--- src/rtl/regfile_wb_if.sv ---
// ----------------------------------------------------------------------------
// regfile_wb_if
// Bundles every non-clock signal of the writeback unit:
//   decode side : issue_valid/issue_rd (destination issue), rs1/rs2 (queries),
//                 hazard (pending-write flag)
//   EXU side    : exu_valid/exu_ready handshake, exu_rd, exu_data
//   LSU side    : lsu_valid/lsu_ready handshake, lsu_rd, lsu_funct3,
//                 lsu_addr_lo, lsu_data (raw aligned word)
//   regfile     : rd (write index, 0 = no write), in_data (write data)
//   status      : busy_mask (pending-write scoreboard)
// master drives the requests, slave is the writeback unit.
// ----------------------------------------------------------------------------
interface regfile_wb_if #(
  parameter int XLEN = 32
);
  logic            issue_valid;
  logic [4:0]      issue_rd;
  logic [4:0]      rs1;
  logic [4:0]      rs2;
  logic            hazard;
  logic            exu_valid;
  logic            exu_ready;
  logic [4:0]      exu_rd;
  logic [XLEN-1:0] exu_data;
  logic            lsu_valid;
  logic            lsu_ready;
  logic [4:0]      lsu_rd;
  logic [2:0]      lsu_funct3;
  logic [1:0]      lsu_addr_lo;
  logic [XLEN-1:0] lsu_data;
  logic [4:0]      rd;
  logic [XLEN-1:0] in_data;
  logic [31:0]     busy_mask;

  modport master (
    output issue_valid, issue_rd, rs1, rs2,
    output exu_valid, exu_rd, exu_data,
    output lsu_valid, lsu_rd, lsu_funct3, lsu_addr_lo, lsu_data,
    input  hazard, exu_ready, lsu_ready, rd, in_data, busy_mask
  );

  modport slave (
    input  issue_valid, issue_rd, rs1, rs2,
    input  exu_valid, exu_rd, exu_data,
    input  lsu_valid, lsu_rd, lsu_funct3, lsu_addr_lo, lsu_data,
    output hazard, exu_ready, lsu_ready, rd, in_data, busy_mask
  );
endinterface

--- src/rtl/regfile_wb.sv ---
// ----------------------------------------------------------------------------
// regfile_wb
// Writeback/commit unit feeding the register file write port.
//   clk : clock, all state changes on the rising edge
//   rst : asynchronous active-high reset
//   bus : regfile_wb_if.slave (decode issue/query, EXU and LSU result
//         handshakes, regfile write port, scoreboard)
// LSU results are extended and buffered in a small FIFO; EXU results are
// committed directly. At most one regfile write is presented per cycle, and
// a full FIFO always drains ahead of new EXU results.
// ----------------------------------------------------------------------------
module regfile_wb #(
  parameter int LSU_FIFO_DEPTH = 2,
  parameter int XLEN           = 32
) (
  input  logic          clk,
  input  logic          rst,
  regfile_wb_if.slave   bus
);

  localparam int PW = (LSU_FIFO_DEPTH > 1) ? $clog2(LSU_FIFO_DEPTH) : 1;
  localparam int CW = PW + 1;

  // Load data extension: select byte/half by address offset, then sign- or
  // zero-extend; undefined funct3 encodings pass the word through.
  function automatic logic [XLEN-1:0] f_load_extend(
    input logic [2:0]      funct3,
    input logic [1:0]      addr_lo,
    input logic [XLEN-1:0] data
  );
    logic [XLEN-1:0] v_sh_b;
    logic [XLEN-1:0] v_sh_h;
    logic [7:0]      v_b;
    logic [15:0]     v_h;
    logic [XLEN-1:0] v_res;
    v_sh_b = data >> {addr_lo, 3'b000};
    v_sh_h = data >> {addr_lo[1], 4'b0000};
    v_b    = v_sh_b[7:0];
    v_h    = v_sh_h[15:0];
    case (funct3)
      3'b000:  v_res = {{(XLEN-8){v_b[7]}}, v_b};
      3'b001:  v_res = {{(XLEN-16){v_h[15]}}, v_h};
      3'b100:  v_res = {{(XLEN-8){1'b0}}, v_b};
      3'b101:  v_res = {{(XLEN-16){1'b0}}, v_h};
      default: v_res = data;
    endcase
    return v_res;
  endfunction

  logic [4:0]      r_fifo_rd   [LSU_FIFO_DEPTH];
  logic [XLEN-1:0] r_fifo_data [LSU_FIFO_DEPTH];
  logic [PW-1:0]   r_wptr;
  logic [PW-1:0]   r_rptr;
  logic [CW-1:0]   r_count;
  logic [4:0]      r_rd;
  logic [XLEN-1:0] r_in_data;
  logic [31:0]     r_busy;

  logic            w_full;
  logic            w_ready;
  logic            w_exu_acc;
  logic            w_lsu_acc;
  logic            w_enq;
  logic            w_deq;
  logic            w_commit;
  logic [4:0]      w_c_rd;
  logic [XLEN-1:0] w_c_data;
  logic [31:0]     w_clr_mask;
  logic [31:0]     w_set_mask;

  assign w_full    = (r_count == CW'(LSU_FIFO_DEPTH));
  // Readies fall with rst directly so nothing is accepted while in reset.
  assign w_ready   = ~rst & ~w_full;
  assign w_exu_acc = bus.exu_valid & w_ready;
  assign w_lsu_acc = bus.lsu_valid & w_ready;
  // Loads to x0 complete the handshake but are dropped.
  assign w_enq     = w_lsu_acc & (bus.lsu_rd != 5'd0);

  // Commit arbitration: full FIFO first, then EXU, then any buffered load.
  always_comb begin
    w_deq    = 1'b0;
    w_commit = 1'b0;
    w_c_rd   = r_fifo_rd[r_rptr];
    w_c_data = r_fifo_data[r_rptr];
    if (w_full) begin
      w_deq    = 1'b1;
      w_commit = 1'b1;
    end else if (w_exu_acc && (bus.exu_rd != 5'd0)) begin
      w_commit = 1'b1;
      w_c_rd   = bus.exu_rd;
      w_c_data = bus.exu_data;
    end else if (r_count != {CW{1'b0}}) begin
      w_deq    = 1'b1;
      w_commit = 1'b1;
    end else begin
      w_commit = 1'b0;
    end
  end

  // LSU result FIFO: storage, pointers and occupancy.
  always_ff @(posedge clk or posedge rst) begin
    if (rst) begin
      for (int i = 0; i < LSU_FIFO_DEPTH; i++) begin
        r_fifo_rd[i]   <= 5'd0;
        r_fifo_data[i] <= {XLEN{1'b0}};
      end
      r_wptr  <= {PW{1'b0}};
      r_rptr  <= {PW{1'b0}};
      r_count <= {CW{1'b0}};
    end else begin
      if (w_enq) begin
        r_fifo_rd[r_wptr]   <= bus.lsu_rd;
        r_fifo_data[r_wptr] <= f_load_extend(bus.lsu_funct3, bus.lsu_addr_lo, bus.lsu_data);
        r_wptr              <= r_wptr + PW'(1);
      end
      if (w_deq) begin
        r_rptr <= r_rptr + PW'(1);
      end
      r_count <= r_count + CW'(w_enq) - CW'(w_deq);
    end
  end

  // Regfile write port register; in_data holds between writes.
  always_ff @(posedge clk or posedge rst) begin
    if (rst) begin
      r_rd      <= 5'd0;
      r_in_data <= {XLEN{1'b0}};
    end else if (w_commit) begin
      r_rd      <= w_c_rd;
      r_in_data <= w_c_data;
    end else begin
      r_rd      <= 5'd0;
    end
  end

  // The write presented on rd lands this edge, so its pending bit clears;
  // a new issue to the same register re-sets it (set wins).
  assign w_clr_mask = (r_rd != 5'd0) ? (32'd1 << r_rd) : 32'd0;
  assign w_set_mask = (bus.issue_valid && (bus.issue_rd != 5'd0)) ? (32'd1 << bus.issue_rd) : 32'd0;

  // Pending-write scoreboard; x0 is never pending.
  always_ff @(posedge clk or posedge rst) begin
    if (rst) begin
      r_busy <= 32'd0;
    end else begin
      r_busy <= ((r_busy & ~w_clr_mask) | w_set_mask) & 32'hFFFF_FFFE;
    end
  end

  assign bus.hazard    = ((bus.rs1 != 5'd0) & r_busy[bus.rs1]) |
                         ((bus.rs2 != 5'd0) & r_busy[bus.rs2]);
  assign bus.exu_ready = w_ready;
  assign bus.lsu_ready = w_ready;
  assign bus.rd        = r_rd;
  assign bus.in_data   = r_in_data;
  assign bus.busy_mask = r_busy;

endmodule

--- src/flat_wrapper.sv ---
// flat-port wrapper written by rule: the top's interface ports become plain ports
module regfile_wb_flat 
#(
  parameter int LSU_FIFO_DEPTH = 2,
  parameter int XLEN           = 32
)
  (clk, rst, bus_issue_valid, bus_issue_rd, bus_rs1, bus_rs2, bus_exu_valid, bus_exu_rd, bus_exu_data, bus_lsu_valid, bus_lsu_rd, bus_lsu_funct3, bus_lsu_addr_lo, bus_lsu_data, bus_hazard, bus_exu_ready, bus_lsu_ready, bus_rd, bus_in_data, bus_busy_mask);
  regfile_wb_if #(.XLEN(XLEN)) bus_i ();
  input  logic clk;
  input  logic rst;
  input wire logic [$bits(bus_i.issue_valid)-1:0] bus_issue_valid;
  input wire logic [$bits(bus_i.issue_rd)-1:0] bus_issue_rd;
  input wire logic [$bits(bus_i.rs1)-1:0] bus_rs1;
  input wire logic [$bits(bus_i.rs2)-1:0] bus_rs2;
  input wire logic [$bits(bus_i.exu_valid)-1:0] bus_exu_valid;
  input wire logic [$bits(bus_i.exu_rd)-1:0] bus_exu_rd;
  input wire logic [$bits(bus_i.exu_data)-1:0] bus_exu_data;
  input wire logic [$bits(bus_i.lsu_valid)-1:0] bus_lsu_valid;
  input wire logic [$bits(bus_i.lsu_rd)-1:0] bus_lsu_rd;
  input wire logic [$bits(bus_i.lsu_funct3)-1:0] bus_lsu_funct3;
  input wire logic [$bits(bus_i.lsu_addr_lo)-1:0] bus_lsu_addr_lo;
  input wire logic [$bits(bus_i.lsu_data)-1:0] bus_lsu_data;
  output wire logic [$bits(bus_i.hazard)-1:0] bus_hazard;
  output wire logic [$bits(bus_i.exu_ready)-1:0] bus_exu_ready;
  output wire logic [$bits(bus_i.lsu_ready)-1:0] bus_lsu_ready;
  output wire logic [$bits(bus_i.rd)-1:0] bus_rd;
  output wire logic [$bits(bus_i.in_data)-1:0] bus_in_data;
  output wire logic [$bits(bus_i.busy_mask)-1:0] bus_busy_mask;
  assign bus_i.issue_valid = bus_issue_valid;
  assign bus_i.issue_rd = bus_issue_rd;
  assign bus_i.rs1 = bus_rs1;
  assign bus_i.rs2 = bus_rs2;
  assign bus_i.exu_valid = bus_exu_valid;
  assign bus_i.exu_rd = bus_exu_rd;
  assign bus_i.exu_data = bus_exu_data;
  assign bus_i.lsu_valid = bus_lsu_valid;
  assign bus_i.lsu_rd = bus_lsu_rd;
  assign bus_i.lsu_funct3 = bus_lsu_funct3;
  assign bus_i.lsu_addr_lo = bus_lsu_addr_lo;
  assign bus_i.lsu_data = bus_lsu_data;
  assign bus_hazard = bus_i.hazard;
  assign bus_exu_ready = bus_i.exu_ready;
  assign bus_lsu_ready = bus_i.lsu_ready;
  assign bus_rd = bus_i.rd;
  assign bus_in_data = bus_i.in_data;
  assign bus_busy_mask = bus_i.busy_mask;
  regfile_wb #(.LSU_FIFO_DEPTH(LSU_FIFO_DEPTH), .XLEN(XLEN)) u_core (.clk(clk), .rst(rst), .bus(bus_i));
endmodule
--- config.mk ---
export PLATFORM = sky130hd
export DESIGN_NAME = regfile_wb_flat
export DESIGN_NICKNAME = d
export VERILOG_FILES = /design/src/rtl/regfile_wb_if.sv /design/src/rtl/regfile_wb.sv /design/src/flat_wrapper.sv
export SDC_FILE = /design/constraint.sdc
export NUM_CORES = 1
export LEC_CHECK = 0
export ABC_AREA = 1
export CAP_MARGIN = 25
export CORE_AREA = 5 5 186 188
export DETAILED_ROUTE_END_ITERATION = 16
export DIE_AREA = 0 0 191 193
export DONT_BUFFER_PORTS = 1
export PLACE_DENSITY_LB_ADDON = 0.3
export SLEW_MARGIN = 5
export SYNTH_ARGS = -nofsm -noshare
export SYNTH_HDL_FRONTEND = slang
export SYNTH_SLANG_ARGS = --single-unit
--- constraint.sdc ---
create_clock -name clk -period 4.4 [get_ports clk]
set_input_delay 0.44 -clock clk [delete_from_list [all_inputs] [get_ports clk]]
set_output_delay 0.44 -clock clk [all_outputs]
set_load 0.01 [all_outputs]
==> out/qor.log <==
INFO  outcome        outcome=finished clean
INFO  timing         fin_skew=0.00913ns
INFO  synthesis      post_synthesis_sequential_area_ratio=0.456
INFO  drt            route.final.wire_length=26.2mm
INFO  drt            route.detailed.drc=0
INFO  synthesis      synth_nets=1182
INFO  setup_path     r2r.worst_path.cells=10
INFO  synthesis      yosys_warnings=0
INFO  placement      routabilityCongestion=0.891
INFO  clock_network  cts_max_level=4
INFO  setup_path     critPathCaptureType=flip-flop
INFO  placement      hpwlAfterDp=18.8mm
INFO  die            dieArea=36900um^2
INFO  clock_network  postCtsSetupRepairBufs=0
INFO  drt            first_iteration_detailed_routing_drc_count=642
INFO  clock_network  hold_buffers=0
INFO  timing         post-route-min-period=2.26ns
INFO  clock_network  worst_skew_pair.late_latency=0.42ns
INFO  die            floorplan.io_pins=171
INFO  timing         setup_violations=0
INFO  setup_path     cp_cell_sequence=inv_2 -> nand2_1 -> nand2_1 -> inv_2 -> nand3_4 -> nor2_4 -> buf_4 -> inv_2 -> nand2_1 -> o21ai_1
INFO  layout         num-fill-cells=3617
INFO  power          power.leakage=4.21nW
INFO  synthesis      synth.top_cell.area_share=0.456
INFO  drt            first_pass_iters=6
INFO  job            max_cap_viols=0
INFO  layout         fin_area=9000um^2
INFO  grt            grt_start_max_net_pins=77
INFO  die            start_util=0.243
INFO  timing         timing_worst_slew_pin_value=0.923ns
INFO  clock_network  clock_sink_count=146
INFO  setup_path     critical_path.top_delay_family=buffers and inverters
INFO  timing         slew_headroom=0.384
INFO  grt            grtUsageTotal=0.140
INFO  grt            grt_antenna_before_repair=0
INFO  power          clock_power_share=0.243
INFO  clock_network  postCtsResizedCells=0
INFO  setup_path     worstPathRequired=4.67ns
INFO  setup_path     worstPathMaxFanout=41
INFO  setup_path     regToRegSetupSlack=2.14ns
INFO  layout         stdcell_count=1507
INFO  drt            viasPerCell=4.68
INFO  synthesis      netlist_instances=1082
INFO  clock_network  ctsLongestPathBuffers=2
INFO  grt            globalRoute.totalOverflow=0
INFO  setup_path     cp_buf_inv_count=4
INFO  placement      dpl.cell_count=1473
INFO  drt            ant_nets=0
INFO  layout         n_antenna_cell=0
INFO  layout         area_growth_syn_to_layout=12.3%
INFO  setup_path     critical-path-max-stage-delay=0.44ns
INFO  clock_network  cts_buffers=17
INFO  clock_network  clkSlewWorstSetupHoldPaths=0.06ns
INFO  die            die-height=193um
INFO  drt            route.vias.total=7046
INFO  power          power.net_switching=2.52mW
INFO  synthesis      summed_instance_area_of_the_synthesized_netlist=8010um^2
INFO  power          seqPwrFrac=0.448
INFO  setup_path     r2r-end=u_core.r_fifo_data[34]
INFO  die            floorplan.core_area=32900um^2
INFO  drt            detail_route.wl_per_cell=17.4um
INFO  synthesis      yosys.cell_types.count=38
INFO  synthesis      synth_largest_area_cell=sky130_fd_sc_hd__dfrtp_1
INFO  power          power.switching_fraction=0.417
INFO  timing         timing.fmax=0.442GHz
INFO  timing         hold_viol=0
INFO  placement      io_buffers=0
INFO  layout         most-common-layout-cells=sky130_fd_sc_hd__nand2_1 (389), sky130_fd_sc_hd__dfrtp_1 (145), sky130_fd_sc_hd__inv_1 (102)
INFO  power          p_per_area=672nW/um^2
INFO  setup_path     critPathKind=reg2reg
INFO  grt            vias_in_the_first_global_route=6849
INFO  clock_network  cts_root_buf=sky130_fd_sc_hd__clkbuf_16
INFO  min_path       hold_class=in2async
INFO  synthesis      syn_avg_cell_area=7.41um^2
INFO  timing         final_max_slew_viol_count=0
INFO  clock_network  cts_tree=yes
INFO  placement      detailed_place.area=8350um^2
INFO  die            core.rowCount=67
INFO  die            overall_die_width=191um
INFO  timing         finalSetupTns=0ns
INFO  power          combinationalPowerShare=0.309
INFO  synthesis      yosys_register_bits=146
INFO  power          ir_worst_vdd=0.292mV
INFO  timing         grt_setup_unrepaired=no
INFO  layout         layout.nets=1146
INFO  setup_path     launching_element_type_of_the_critical_path=flip-flop
INFO  timing         period_share=0.514
INFO  synthesis      synth.area.top_cells=sky130_fd_sc_hd__dfrtp_1 (46%), sky130_fd_sc_hd__nand2_1 (18%), sky130_fd_sc_hd__o211ai_1 (6.4%), sky130_fd_sc_hd__o21ai_0 (5.9%), sky130_fd_sc_hd__nand3_1 (5.7%)
INFO  power          intPower=3.53mW
INFO  setup_path     timing.critical_path.slowest_stage_cell=sky130_fd_sc_hd__dfrtp_1
INFO  setup_path     critical_path.reg2reg.startpoint=u_core.r_count[0]
INFO  layout         mostFrequentLayoutCell=sky130_fd_sc_hd__nand2_1
INFO  layout         drive_above_1_share=0.0670
INFO  grt            wire_length_of_the_first_global_routing_pass=40.2mm
INFO  setup_path     cp_data_arrival_time=2.53ns
[sequential cells by signal (all words and copies together), names as in the netlist]
register	cells
u_core.bus.in_data	32
u_core.r_count	2
u_core.r_rptr	1
u_core.r_fifo_data	64
u_core.r_fifo_rd	10
u_core.r_wptr	1
u_core.bus.rd	5
u_core.bus.busy_mask	31
[power by group through the flow]
stage / Sequential (mW) / Combinational [mW] / Clock (mW)
2_1_floorplan: 2.43 / 1.54 / 0
3_3_place_gp: 2.72 / 1.88 / 0
3_5_place_dp: 2.74 / 1.91 / 0
4_1_cts: 2.72 / 1.92 / 1.52
5_1_grt: 2.80 / 2.18 / 1.56
6_report: 2.71 / 1.87 / 1.47
[worst max-delay path by stage]
stage                                  from                     end  slack [ns]  cells past startpoint
after floorplan                         rst       u_core.r_count[1]        0.49                      9
after global placement                  rst  u_core.bus.in_data[10]        2.07                      3
after detailed placement                rst  u_core.bus.in_data[10]        2.06                      3
after CTS                 u_core.r_count[0]  u_core.r_fifo_data[34]        2.08                     10
after global routing      u_core.r_count[0]  u_core.r_fifo_data[34]        1.98                     10
final                     u_core.r_count[0]  u_core.r_fifo_data[34]        2.14                     10
[layout make-up]
type                            count  area (um^2)  share of cell area
Tap cell                          448          561              0.0623
Clock buffer                       19          453              0.0503
Timing Repair Buffer               11          135              0.0150
Multi-Input combinational cell    759         3620               0.402
Inverter                          111          430              0.0478
Clock inverter                     13          145              0.0161
Sequential cell                   146         3650               0.406
[through the flow]
| step | total power [mW] | hold WS, ns | utilization | setup slack [ns] |
|---|---|---|---|---|
| 3_3_place_gp | 4.60 | 0.457 | 0.253 | 2.07 |
| 2_1_floorplan | 3.97 | 0.442 | - | 0.494 |
| 3_5_place_dp | 4.64 | 0.465 | 0.253 | 2.06 |
| 5_1_grt | 6.55 | 0.0735 | 0.273 | 1.98 |
| 6_report | 6.04 | 0.0354 | 0.273 | 2.14 |
| 4_1_cts | 6.15 | 0.0980 | 0.272 | 2.08 |
[logic make-up after synthesis]
logic type | Yosys count | share of synthesized area
AOI/OAI and AO/OA | 220 | 0.173
xor gates and xnor gates | 2 | 0.00219
DFF | 146 | 0.456
buffers and inverters | 177 | 0.0943
adders and majority gates | 1 | 0.00156
and+or+nand+nor | 535 | 0.273
other | 1 | 0.000468
[Yosys cell counts, drive strengths merged]
cell type,number
nand2,390
dfrtp,146
o21ai,125
inv,110
nand3,94
o211ai,77
nor2,38
clkbuf,34
buf,32
nor3,10
a21oi,8
a22oi,7
a32o,1
clkinv,1
conb,1
ha,1
nand3b,1
nand4,1
o221ai,1
o31ai,1
or2,1
xnor2,1
xor2,1
[routing by layer]
layer  track usage  vias up  routed length [um]
met5             0        -                   0
met4        0.0315        0                 341
met3        0.0528       23                2640
met2         0.239      225               12700
met1         0.170     3350               10600
li1              -     3448                   -
Note: power is estimated with default switching activity, not from simulation.
